$ cat src/rtl/cmos_dvp_pattern_gen.sv
// cmos_dvp_pattern_gen: synthetic OmniVision-style DVP source producing vsync/href/data test frames.
module cmos_dvp_pattern_gen #(
    parameter int unsigned H_ACTIVE = 640,
    parameter int unsigned H_BLANK  = 144,
    parameter int unsigned V_FRONT  = 16,
    parameter int unsigned V_ACTIVE = 480,
    parameter int unsigned V_BACK   = 8,
    parameter int unsigned V_SYNC   = 4
) (
    input  logic        clk_cmos,
    input  logic        rst,
    input  logic        gen_en,
    input  logic [1:0]  pattern_sel,
    output logic        cmos_vsync,
    output logic        cmos_href,
    output logic [7:0]  cmos_data,
    output logic        frame_done,
    output logic [15:0] frame_cnt,
    output logic        busy
);
    typedef enum logic [2:0] {IDLE, FRONT, ACTIVE, BACK, SYNC} state_t;
    localparam logic [11:0] PIX_LAST = 12'(H_ACTIVE + H_BLANK - 1);
    localparam logic [11:0] H_ACT    = 12'(H_ACTIVE);
    state_t      state, state_n;
    logic [11:0] pix_cnt, line_cnt, pix_n, line_n, lines;
    logic [1:0]  pat, pat_n;
    logic [7:0]  data_n;
    logic        href_n, start, done_n;
    always_comb begin
        lines   = state == FRONT ? 12'(V_FRONT) : state == ACTIVE ? 12'(V_ACTIVE) :
                  state == BACK ? 12'(V_BACK) : 12'(V_SYNC);
        state_n = state;
        pix_n   = '0;
        line_n  = '0;
        if (state == IDLE)
            state_n = gen_en ? FRONT : IDLE;
        else if (pix_cnt != PIX_LAST) begin
            pix_n  = pix_cnt + 12'd1;
            line_n = line_cnt;
        end else if (line_cnt != lines - 12'd1)
            line_n = line_cnt + 12'd1;
        else
            state_n = state == FRONT ? ACTIVE : state == ACTIVE ? BACK : state == BACK ? SYNC :
                      gen_en ? FRONT : IDLE;
        // pattern is captured only when a new frame begins
        start  = state_n == FRONT && (state == IDLE || state == SYNC);
        pat_n  = start ? pattern_sel : pat;
        href_n = state_n == ACTIVE && pix_n < H_ACT;
        done_n = state_n == SYNC && state != SYNC;
        data_n = !href_n ? 8'h00 : pat_n == 2'd0 ? pix_n[7:0] : pat_n == 2'd1 ? line_n[7:0] :
                 pat_n == 2'd2 ? {8{pix_n[3] ^ line_n[3]}} : pix_n[7:0] + frame_cnt[7:0];
    end
    always_ff @(posedge clk_cmos) begin
        if (rst) begin
            state      <= IDLE;
            pix_cnt    <= '0;
            line_cnt   <= '0;
            pat        <= '0;
            cmos_vsync <= 1'b0;
            cmos_href  <= 1'b0;
            cmos_data  <= '0;
            frame_done <= 1'b0;
            frame_cnt  <= '0;
            busy       <= 1'b0;
        end else begin
            state      <= state_n;
            pix_cnt    <= pix_n;
            line_cnt   <= line_n;
            pat        <= pat_n;
            cmos_vsync <= state_n == FRONT || state_n == ACTIVE || state_n == BACK;
            cmos_href  <= href_n;
            cmos_data  <= data_n;
            frame_done <= done_n;
            frame_cnt  <= done_n ? frame_cnt + 16'd1 : frame_cnt;
            busy       <= state_n != IDLE;
        end
    end
endmodule

$ cat config.mk
export PLATFORM = sky130hd
export DESIGN_NAME = cmos_dvp_pattern_gen
export DESIGN_NICKNAME = d
export VERILOG_FILES = /design/src/rtl/cmos_dvp_pattern_gen.sv
export SDC_FILE = /design/constraint.sdc
export NUM_CORES = 1
export LEC_CHECK = 0
export ABC_AREA = 1
export CORE_MARGIN = 5
export CORE_UTILIZATION = 40
export CTS_CLUSTER_DIAMETER = 150
export DETAILED_ROUTE_END_ITERATION = 7
export PLACE_DENSITY_LB_ADDON = 0.3
export SLEW_MARGIN = 20
export SYNTH_ARGS = -nofsm -noshare
export SYNTH_HDL_FRONTEND = slang
export SYNTH_SLANG_ARGS = --single-unit
$ cat constraint.sdc
create_clock -name clk_cmos -period 5.58 [get_ports clk_cmos]
set_clock_uncertainty 0.1 [all_clocks]
set_input_delay 1.116 -clock clk_cmos [delete_from_list [all_inputs] [get_ports clk_cmos]]
set_output_delay 1.116 -clock clk_cmos [all_outputs]
set_load 0.01 [all_outputs]
==> run summary <==
For the hold violation count in the final report, the log shows 0. Counting flops with a built-in enable in the synthesized netlist gives 0. Type of the tightest min-delay check: reg -> reg. For this design the static power due to leakage is 1.89 nW. At the pin with the least slew margin, the transition time is 0.403 ns. The design draws 917 uW. The clock slew seen by the registers of the worst setup and hold paths works out to 0.06 ns.

Setup repair after global routing left no endpoint under its margin. Tracing the worst setup path back leads to its startpoint at state[0]. The worst setup path is captured at a flop. In this run the standard cell core region covers 0.00822 sq mm.

Per-cell routed wire length: 12.4 microns. The run gives 182 as the initial detailed-routing violation count. CTS built an H-tree with a depth of 3.

Counting every sink on the clock net gives 57. The critical path ends at cmos_data[4]. For this run, the number of Yosys warnings is 0. After detailed routing, the total wire length is 8.11 mm. The final routed DRC violation total is 0, and the number of buffers inserted by port buffering is 32. The logs give 0.000111 V for the maximum vdd ir drop and 3,240 for the number of vias after detailed routing. Insertion delay of the later-clocked pin in the worst-skew pair: 0.34 ns. The number of nets in the synthesized netlist is 526. Counting every instance in the synthesized netlist gives 508.

The run gives 2.10 ns as the register-to-register setup slack. The run gives 0.452 as the sequential power share. The antenna cell count was 0; the number of distinct library cells after synthesis was 38. The first global-routing pass estimated 14.0 mm of wire. The iteration count of the initial detailed-routing pass was 4; the shortest period the worst path allows was 3.48 ns.

In the post-synthesis netlist, the biggest area contributors are dfxtp_1, nand2_1, inv_1. The HPWL after detailed placement came out at 6.29 mm. The layout overhead on the synthesized area came out at 19.2%. Dividing the synthesized area by the synthesized cell count gives 6.66 sq um. Counting the fill cells in the layout gives 794. The minimum setup slack after placement is 2.17 ns.

After detailed placement, the design holds a cell count of 641. Arrival time of data at the critical path endpoint: 3.64 ns. Registers take 0.00114 sq mm. The cell taking the most area after synthesis was dfxtp_1. In this run, CTS created clock tree buffers numbering 9.

In this run the critical register-to-register path is launched from state[0]. Setup violations remaining at the end of the flow were counted as 0. The buffers inserted during post-CTS setup optimization was 0; the count of pins over their slew limit was 0. Adding up every negative setup slack in the final design gives 0 ns. The critical path is of the reg -> reg type. Startpoint kind of the worst setup timing path: a flop. For this design the total switching power over the nets is 219 uW. Post-CTS repair changed the size of 0 cells.

The tools report the internal portion of total power as 698 uW. The worst slew slack as a fraction of its limit is 0.731, and the final worst-path cycle share is 0.623. The combinational group share of total power is 0.095. Across the run, the number of max-cap violations was 0. The fraction of layout cells with a size suffix above 1 is 0.0817, and the number of placed I/O pins is 33. Final standard cell utilization of the core: 0.491. For the number of antenna violations at the first check in global routing, the log shows 0. The effective utilization at floorplan was 0.412; the overall track demand over capacity in global routing was 0.169. The switching portion of total power was 0.239; the area share of the largest cell type after synthesis was 0.337. The mapped netlist covers 0.00338 sq mm. Number of hold buffers added after cts: 0.

The share of flip-flops with an asynchronous set or reset after synthesis is 0. At the end of routability-driven placement, the weighted congestion stood at 0.892. The register area share after synthesis was 0.337; the largest fanout on the critical path was 6. Post-layout net count: 565.

The vertical die dimension is 102 microns, and the smallest setup slack after layout is 2.10 ns. The total number of placement rows was 33; the depth of the most critical reg-to-reg path was 25. The number of global-route vias before repair came out at 3,114.

Global route total overflow: 0. TritonCTS built the clock tree. The count of cells in the finished layout, fillers not included, comes to 656.

The dominant synthesized flop cell was dfxtp_1. In this run the critical register-to-register path is captured at cmos_data[4]. The instance area after placement was 0.00382 sq mm; the maximum buffer depth of the clock tree was 2. The remaining antenna violation count was 0. The flow ran to the end, and the final reports show no timing, DRC or antenna violations. The area of the die came out at 0.0104 sq mm. The part of the total power dissipated in the clock network came out at 0.453. The horizontal die dimension is 102 microns.

The synthesized design contains 57 register bits. The tree is rooted in a clkbuf_8. Entering global routing, the biggest net connects 36 pins.

Summing all multi-input logic gate instances after layout gives 0.00188 sq mm. The average vias per placed instance is 4.94, and the final hold slack is 0.350 ns. At the worst endpoint, the required time is 5.74 ns. The highest clock frequency the design can meet came out at 0.288 GHz.

The cell area power density was 227 mW/mm^2. For the final standard cell area without fillers, the log shows 0.00403 sq mm.
==> power by group through the flow <==
stage | clock network (mW) | logic, mW | registers (mW)
global placement | 0 | 0.0847 | 0.423
floorplan | 0 | 0.0628 | 0.424
finish | 0.415 | 0.0870 | 0.414
global route | 0.451 | 0.0982 | 0.415
CTS | 0.425 | 0.0868 | 0.414
detailed placement | 0 | 0.0863 | 0.424
==> cells in the mapped netlist, types with 3 or more instances <==
cell / count
nand2_1: 107
inv_1: 83
nor2_1: 74
dfxtp_1: 57
nand3_1: 38
o21ai_0: 24
a21oi_1: 21
ha_1: 12
nand4_1: 12
nor3_1: 10
xor2_1: 9
inv_2: 7
nand2_2: 6
clkbuf_1: 5
nor2_2: 4
a211oi_1: 3
nand2_4: 3
nor2_4: 3
nor4_1: 3
==> final cells by class <==
cell class,count,area share
Multi-Input combinational cell,355,0.466
Sequential cell,57,0.283
Inverter,91,0.0850
Timing Repair Buffer,33,0.0813
Clock buffer,12,0.0360
Tap cell,105,0.0326
Clock inverter,3,0.0161
==> layer usage <==
layer  up-vias  GRT usage  routed length, microns
li1       1713          -                       -
met5         -          0                       0
met2        64      0.276                    3740
met1      1452      0.218                    3890
met4         0     0.0605                      97
met3        11     0.0403                     376
==> critical path: stages, from the launching register on <==
cell and delay (ns):
dfxtp_1 0.46, inv_1 0.11, nor2_1 0.16, inv_1 0.07, nor2_1 0.26, inv_1 0.08, ha_1 0.31, nand2_1 0.09
inv_1 0.04, nor2_1 0.11, nand2_1 0.07, nor2_1 0.10, nand3_1 0.09, nor2_1 0.14, nand4_1 0.09, nand2_1 0.10
nand2_2 0.10, nand3_2 0.11, nand2_1 0.06, nand2_1 0.19, nand2_2 0.13, inv_2 0.12, nand2_1 0.08, nand2_1 0.07
nor2_1 0.04, nor2_1 0.11
==> placed cells by master, fill, tap and decap left out, types with 3 or more instances in the layout <==
cell type,instances
nand2_2,6
clkdlybuf4s50_1,32
nand3_1,38
nor2_4,3
dfxtp_1,57
a21oi_1,21
nor4_1,3
nor2_1,74
o21ai_0,24
inv_2,7
nand2_1,107
inv_1,83
ha_1,12
nand4_1,12
xor2_1,9
nor3_1,10
clkbuf_8,10
a211oi_1,3
nor2_2,4
nand2_4,3
==> state kept, by name, indices dropped and copies added, names as in the netlist <==
name and count:
state 3, line_cnt 12, frame_done 1, cmos_data 8, cmos_href 1, cmos_vsync 1
pix_cnt 12, frame_cnt 16, busy 1, pat 2
==> how the worst min path moves through the flow <==
| stage | from | to | slack (ns) | depth (start not counted) |
|---|---|---|---|---|
| 2_1_floorplan | line_cnt[11] | line_cnt[11] | 0.34 | 2 |
| 3_3_place_gp | frame_cnt[15] | frame_cnt[15] | 0.34 | 1 |
| 3_5_place_dp | frame_cnt[15] | frame_cnt[15] | 0.34 | 1 |
| 4_1_cts | frame_cnt[15] | frame_cnt[15] | 0.36 | 1 |
| 5_1_grt | frame_cnt[15] | frame_cnt[15] | 0.38 | 1 |
| 6_report | frame_cnt[15] | frame_cnt[15] | 0.35 | 1 |
==> kinds of logic after synthesis <==
logic type                 share of synthesized area
xor gates and xnor gates                      0.0285
DFF                                            0.337
buffers and inverters                          0.107
adders and majority gates                     0.0503
AOI/OAI and AO/OA                              0.101
and+or+nand+nor                                0.376
(Power assumes the default switching activity.)
